===== config.mk =====
export PLATFORM = sky130hd
export DESIGN_NAME = truth_table_sweeper
export DESIGN_NICKNAME = d
export VERILOG_FILES = /design/src/rtl/truth_table_sweeper.sv
export SDC_FILE = /design/constraint.sdc
export NUM_CORES = 1
export LEC_CHECK = 0
export CORE_AREA = 2 2 74 76
export CTS_BUF_LIST = sky130_fd_sc_hd__clkbuf_8
export CTS_CLUSTER_DIAMETER = 60
export CTS_CLUSTER_SIZE = 40
export DETAILED_ROUTE_END_ITERATION = 10
export DIE_AREA = 0 0 76 78
export GPL_TIMING_DRIVEN = 0
export PLACE_DENSITY = 0.8
export RECOVER_POWER = 25
export SYNTH_ARGS = -nofsm -noshare
export SYNTH_HDL_FRONTEND = slang
export SYNTH_SLANG_ARGS = --single-unit

===== constraint.sdc =====
create_clock -name clk -period 3.1 [get_ports clk]
set_input_delay 0.62 -clock clk [delete_from_list [all_inputs] [get_ports clk]]
set_output_delay 0.62 -clock clk [all_outputs]
set_load 0.02 [all_outputs]

===== src/rtl/truth_table_sweeper.sv =====
// Sequential stimulus/capture engine: sweeps every input vector of a function
// under test, captures its Y output into a truth table and compares each row.
module truth_table_sweeper #(
  parameter int N_IN   = 4,
  parameter int SETTLE = 1
) (
  input  logic                 clk,
  input  logic                 reset,
  input  logic                 start,
  input  logic [2**N_IN-1:0]   expected,
  input  logic                 y_in,
  output logic [N_IN-1:0]      out_vec,
  output logic                 busy,
  output logic                 done,
  output logic [2**N_IN-1:0]   table_out,
  output logic                 mismatch,
  output logic [N_IN:0]        err_count,
  output logic [N_IN-1:0]      first_err
);

  localparam int ROWS = 2**N_IN;
  localparam logic [N_IN-1:0] LAST_ROW   = '1;
  localparam logic [N_IN-1:0] VEC_ONE    = 1;
  localparam logic [N_IN:0]   ERR_ONE    = 1;
  localparam logic [3:0]      SETTLE_CNT = 4'(SETTLE);

  typedef enum logic [1:0] {
    S_IDLE,
    S_WAIT,
    S_DONE
  } state_t;

  state_t            state_q, state_d;
  logic [ROWS-1:0]   exp_q, exp_d;
  logic [N_IN-1:0]   out_vec_q, out_vec_d;
  logic              busy_q, busy_d;
  logic              done_q, done_d;
  logic [ROWS-1:0]   table_q, table_d;
  logic              mismatch_q, mismatch_d;
  logic [N_IN:0]     err_q, err_d;
  logic [N_IN-1:0]   first_q, first_d;
  logic [3:0]        cnt_q, cnt_d;

  always_ff @(posedge clk or posedge reset) begin
    if (reset) begin
      state_q    <= S_IDLE;
      exp_q      <= '0;
      out_vec_q  <= '0;
      busy_q     <= 1'b0;
      done_q     <= 1'b0;
      table_q    <= '0;
      mismatch_q <= 1'b0;
      err_q      <= '0;
      first_q    <= '0;
      cnt_q      <= '0;
    end else begin
      state_q    <= state_d;
      exp_q      <= exp_d;
      out_vec_q  <= out_vec_d;
      busy_q     <= busy_d;
      done_q     <= done_d;
      table_q    <= table_d;
      mismatch_q <= mismatch_d;
      err_q      <= err_d;
      first_q    <= first_d;
      cnt_q      <= cnt_d;
    end
  end

  always_comb begin
    state_d    = state_q;
    exp_d      = exp_q;
    out_vec_d  = out_vec_q;
    busy_d     = busy_q;
    done_d     = 1'b0;
    table_d    = table_q;
    mismatch_d = mismatch_q;
    err_d      = err_q;
    first_d    = first_q;
    cnt_d      = cnt_q;

    case (state_q)
      S_IDLE: begin
        if (start) begin
          exp_d      = expected;
          out_vec_d  = '0;
          table_d    = '0;
          mismatch_d = 1'b0;
          err_d      = '0;
          first_d    = '0;
          cnt_d      = SETTLE_CNT;
          busy_d     = 1'b1;
          state_d    = S_WAIT;
        end
      end

      S_WAIT: begin
        if (cnt_q != '0) begin
          cnt_d = cnt_q - 4'd1;
        end else begin
          table_d[out_vec_q] = y_in;
          if (y_in != exp_q[out_vec_q]) begin
            err_d      = err_q + ERR_ONE;
            mismatch_d = 1'b1;
            if (!mismatch_q) first_d = out_vec_q;
          end
          // done is registered, so it is raised on entry to DONE to be high there
          if (out_vec_q == LAST_ROW) begin
            state_d = S_DONE;
            done_d  = 1'b1;
          end else begin
            out_vec_d = out_vec_q + VEC_ONE;
            cnt_d     = SETTLE_CNT;
          end
        end
      end

      S_DONE: begin
        busy_d    = 1'b0;
        out_vec_d = '0;
        state_d   = S_IDLE;
      end

      default: state_d = S_IDLE;
    endcase
  end

  assign out_vec   = out_vec_q;
  assign busy      = busy_q;
  assign done      = done_q;
  assign table_out = table_q;
  assign mismatch  = mismatch_q;
  assign err_count = err_q;
  assign first_err = first_q;

endmodule

==> summary.md <==
| Metric | Value |
|---|---|
| Iteration-0 DRC Markers | `around 140` |
| Reg2reg end | `err_count[2]$_DFFE_PP0P_` |
| Placement Rows | `26` |
| Dpl cells | `around 370` |
| CTS H-tree depth | `2` |
| Worst-Margin Slew | `approximately 0.91 ns` |
| Die height | `78 um` |
| Post-synth top area cell | `dfrtp_1` |
| Number of setup buffers added after CTS | `0` |
| Die area | `~5900 um^2` |
| Max-slew violation count | `0` |
| Yosys cell types | `37` |
| Total Wirelength | `approximately 6000 um` |
| Hold WC Path Type | `flop to flop` |
| Total Routing Usage GR | `0.2189` |
| Worst path arrival time | `between 2 and 3 ns` |
| Post-place setup slack | `0.1038 ns` |
| Final-report setup violation count | `0` |
| Mean Syn Cell Area | `10.60 um^2` |
| Clock share of power | `0.120` |
| Internal power | `around 1.9 mW` |
| RSZ-0062 raised after global routing | `no` |
| CP cell instances | `clkdlybuf4s50_1 -> nor2b_1 -> nor2b_1 -> clkbuf_1 -> clkbuf_1 -> mux2_2` |
| Detailed Place HPWL | `~4400 um` |
| Reg2Reg Setup Slack | `roughly 0.46 ns` |
| Run status | `finished clean` |
| Ys async rst share | `1.000` |
| First-pass GRT wire length | `between 10000 and 15000 um` |
| CTS sink count | `54` |
| DRC Markers | `0` |
| Total core area | `about 5000 um^2` |
| Area Overhead vs Synth | `25.74%` |
| Synthesized net count | `around 280` |
| Slowest cell on crit path | `clkdlybuf4s50_1` |
| Crit end category | `flop` |
| Synth area leaders | `dfrtp_1 51%, o21ai_0 7.4%, mux2_2 7.2%` |
| PwrDens | `941.9 nW/um^2` |
| CTS tree | `yes` |
| Post-route insts no fill | `between 300 and 400` |
| Final worst setup slack | `0.4180 ns` |
| Via Count | `approximately 2200` |
| Chip width | `between 70 and 80 um` |
| Worst path max stage delay | `0.49 ns` |
| Hold endpoint | `cnt_q[3]$_DFFE_PP0P_` |
| Kind of critical path | `input pin to flop` |
| Worst Setup SP | `start` |
| Port Buffers | `51` |
| Routability cong. | `between 0.8 and 0.9` |
| Comb pwr share | `0.501` |
| Top-count cell post-synth | `dfrtp_1` |
| Vias in the first global route | `around 2100` |
| Switch share | `0.3914` |
| CP Launch Type | `input pin` |
| Post-cts resize count | `0` |
| Max FO, Critical Path | `10` |
| Top cell type's share of synthesized area | `0.5102` |
| CTS buffer count | `5` |
| Setup TNS | `0 ns` |
| P_sw | `around 1.2 mW` |
| DR pass1 iterations | `4` |
| Max-cap violations | `0` |
| Skew final | `~0.013 ns` |
| R2R depth | `7` |
| Register bit total from synthesis | `between 50 and 60` |
| Worst path required time | `around 3.3 ns` |
| Clock buffer depth | `2` |
| Remaining Overflow, GRT | `0` |
| Commonest cells post-synth | `54 x dfrtp_1, 39 x o21ai_0, 20 x a21oi_1` |
| Top_reg_cell synth | `dfrtp_1` |
| Top Ports | `52` |
| Final ANT Viol Nets | `0` |
| Largest net degree at the start of global routing | `31` |
| VDD IR max | `510.5 uV` |
| Hold buffers post-CTS | `0` |
| Period utilization | `0.8652` |
| Antenna diode count | `0` |
| Nets | `336` |
| Hold Path Origin | `cnt_q[3]$_DFFE_PP0P_` |
| EDFF count, synth | `0` |
| Cells after synthesis | `250` |
| Via/cell ratio | `~5.7` |
| Sequential power share | `0.379` |
| Reg clk slew, reported paths | `approximately 0.090 ns` |
| Layout cell share with drive strength beyond 1 | `0.1197` |
| Filler instances | `between 400 and 500` |
| Max Clk Rate | `372.9 MHz` |
| Warnings, synthesis | `0` |
| Register area share after synthesis | `0.5102` |
| Clock root buffer master | `clkbuf_8` |
| Crit path time final | `between 2 and 3 ns` |
| Max transition margin | `0.3941` |
| Worst skew pair latency | `about 0.31 ns` |
| Final Hold Vio Count | `0` |
| Initial core utilization | `0.5253` |
| Static leakage | `roughly 1.4 nW` |
| Worst R2R Start | `out_vec[3]$_DFFE_PP0P_` |
| Initial antenna violation count | `0` |
| Netlist Area Pre-Place | `about 2600 um^2` |
| DR WL/cell | `15.89 um` |
| Cells on Worst Hold Path | `1` |
-- critical path: cells and delay by family --
family	cells	cell delay, ns
mux	1	0.40
buf+inv	3	1.36
simple gates	2	0.49
-- routing by layer --
layer,share of wire,global-route usage,vias up
li1,-,-,1006
met1,0.43,0.2873,1083
met2,0.51,0.3696,69
met3,0.049,0.04186,12
met4,0.015,0.07091,0
met5,0,0,-
-- layout make-up --
| type | count | area (um^2) | area share |
|---|---|---|---|
| buffer | 17 | 78.83 | 0.02367 |
| clock buffer | 5 | 68.82 | 0.02066 |
| clock inverter | 2 | 10.01 | 0.003005 |
| inverter | 13 | 48.80 | 0.01465 |
| multi-input combinational | 166 | 1170 | 0.3512 |
| sequential | 54 | 1351 | 0.4057 |
| tap | 70 | 87.58 | 0.02630 |
| timing repair buffer | 52 | 515.5 | 0.1548 |
-- stage by stage --
step,cell area [um^2],utilization,hold WS [ns],power [mW]
global placement,3247,0.6439,0.4850,2.716
finish,3331,0.6605,0.5094,3.137
floorplan,2649,-,0.4648,2.195
CTS,3346,0.6635,0.5069,3.154
detailed placement,3267,0.6479,0.4942,2.781
global route,3331,0.6605,0.5305,3.365
-- state kept, by name, indices dropped and copies added, names as in the netlist --
| signal | count |
|---|---|
| mismatch | 1 |
| state_q | 2 |
| exp_q | 16 |
| err_count | 5 |
| done | 1 |
| table_out | 16 |
| busy | 1 |
| out_vec | 4 |
| cnt_q | 4 |
| first_err | 4 |
-- cell usage in the layout, fill, tap and decap left out, drive strengths merged, types with 4 or more instances in the layout --
cell type / Yosys / layout
nand2b: 5 / 5
nor2b: 4 / 4
a21oi: 20 / 20
nor2: 6 / 6
mux2: 17 / 17
mux4: 5 / 5
nand3: 6 / 6
nor3: 9 / 9
o22ai: 6 / 6
inv: 13 / 13
nand2: 12 / 12
clkbuf: 15 / 21
clkdlybuf4s50: 0 / 50
ha: 7 / 7
dfrtp: 54 / 54
o21ai: 39 / 39
-- power groups by stage --
stage | sequential [mW] | combinational [mW] | clock [mW]
5_1_grt | 1.23 | 1.72 | 0.415
4_1_cts | 1.19 | 1.58 | 0.380
3_3_place_gp | 1.19 | 1.53 | 0
3_5_place_dp | 1.20 | 1.58 | 0
2_1_floorplan | 1.33 | 0.860 | 0
6_report | 1.19 | 1.57 | 0.375
-- cells by family (layout without fill, tap and decap cells) --
logic type	after synthesis	count (layout)	synth area share
xor+xnor	1	1	0.006142
fa+ha+maj	7	7	0.03306
simple gates	59	59	0.1233
compound gates	75	75	0.1554
flops	54	54	0.5102
buf+inv	30	89	0.04818
mux	24	24	0.1238
-- worst max path at each step --
stage / to / cells after the start
2_1_floorplan: err_count[2]$_DFFE_PP0P_ / 7
3_3_place_gp: exp_q[13]$_DFFE_PP0P_ / 6
4_1_cts: exp_q[1]$_DFFE_PP0P_ / 6
6_report: exp_q[1]$_DFFE_PP0P_ / 6
3_5_place_dp: exp_q[1]$_DFFE_PP0P_ / 6
5_1_grt: exp_q[1]$_DFFE_PP0P_ / 6
Power figures use the tool's default switching activity.
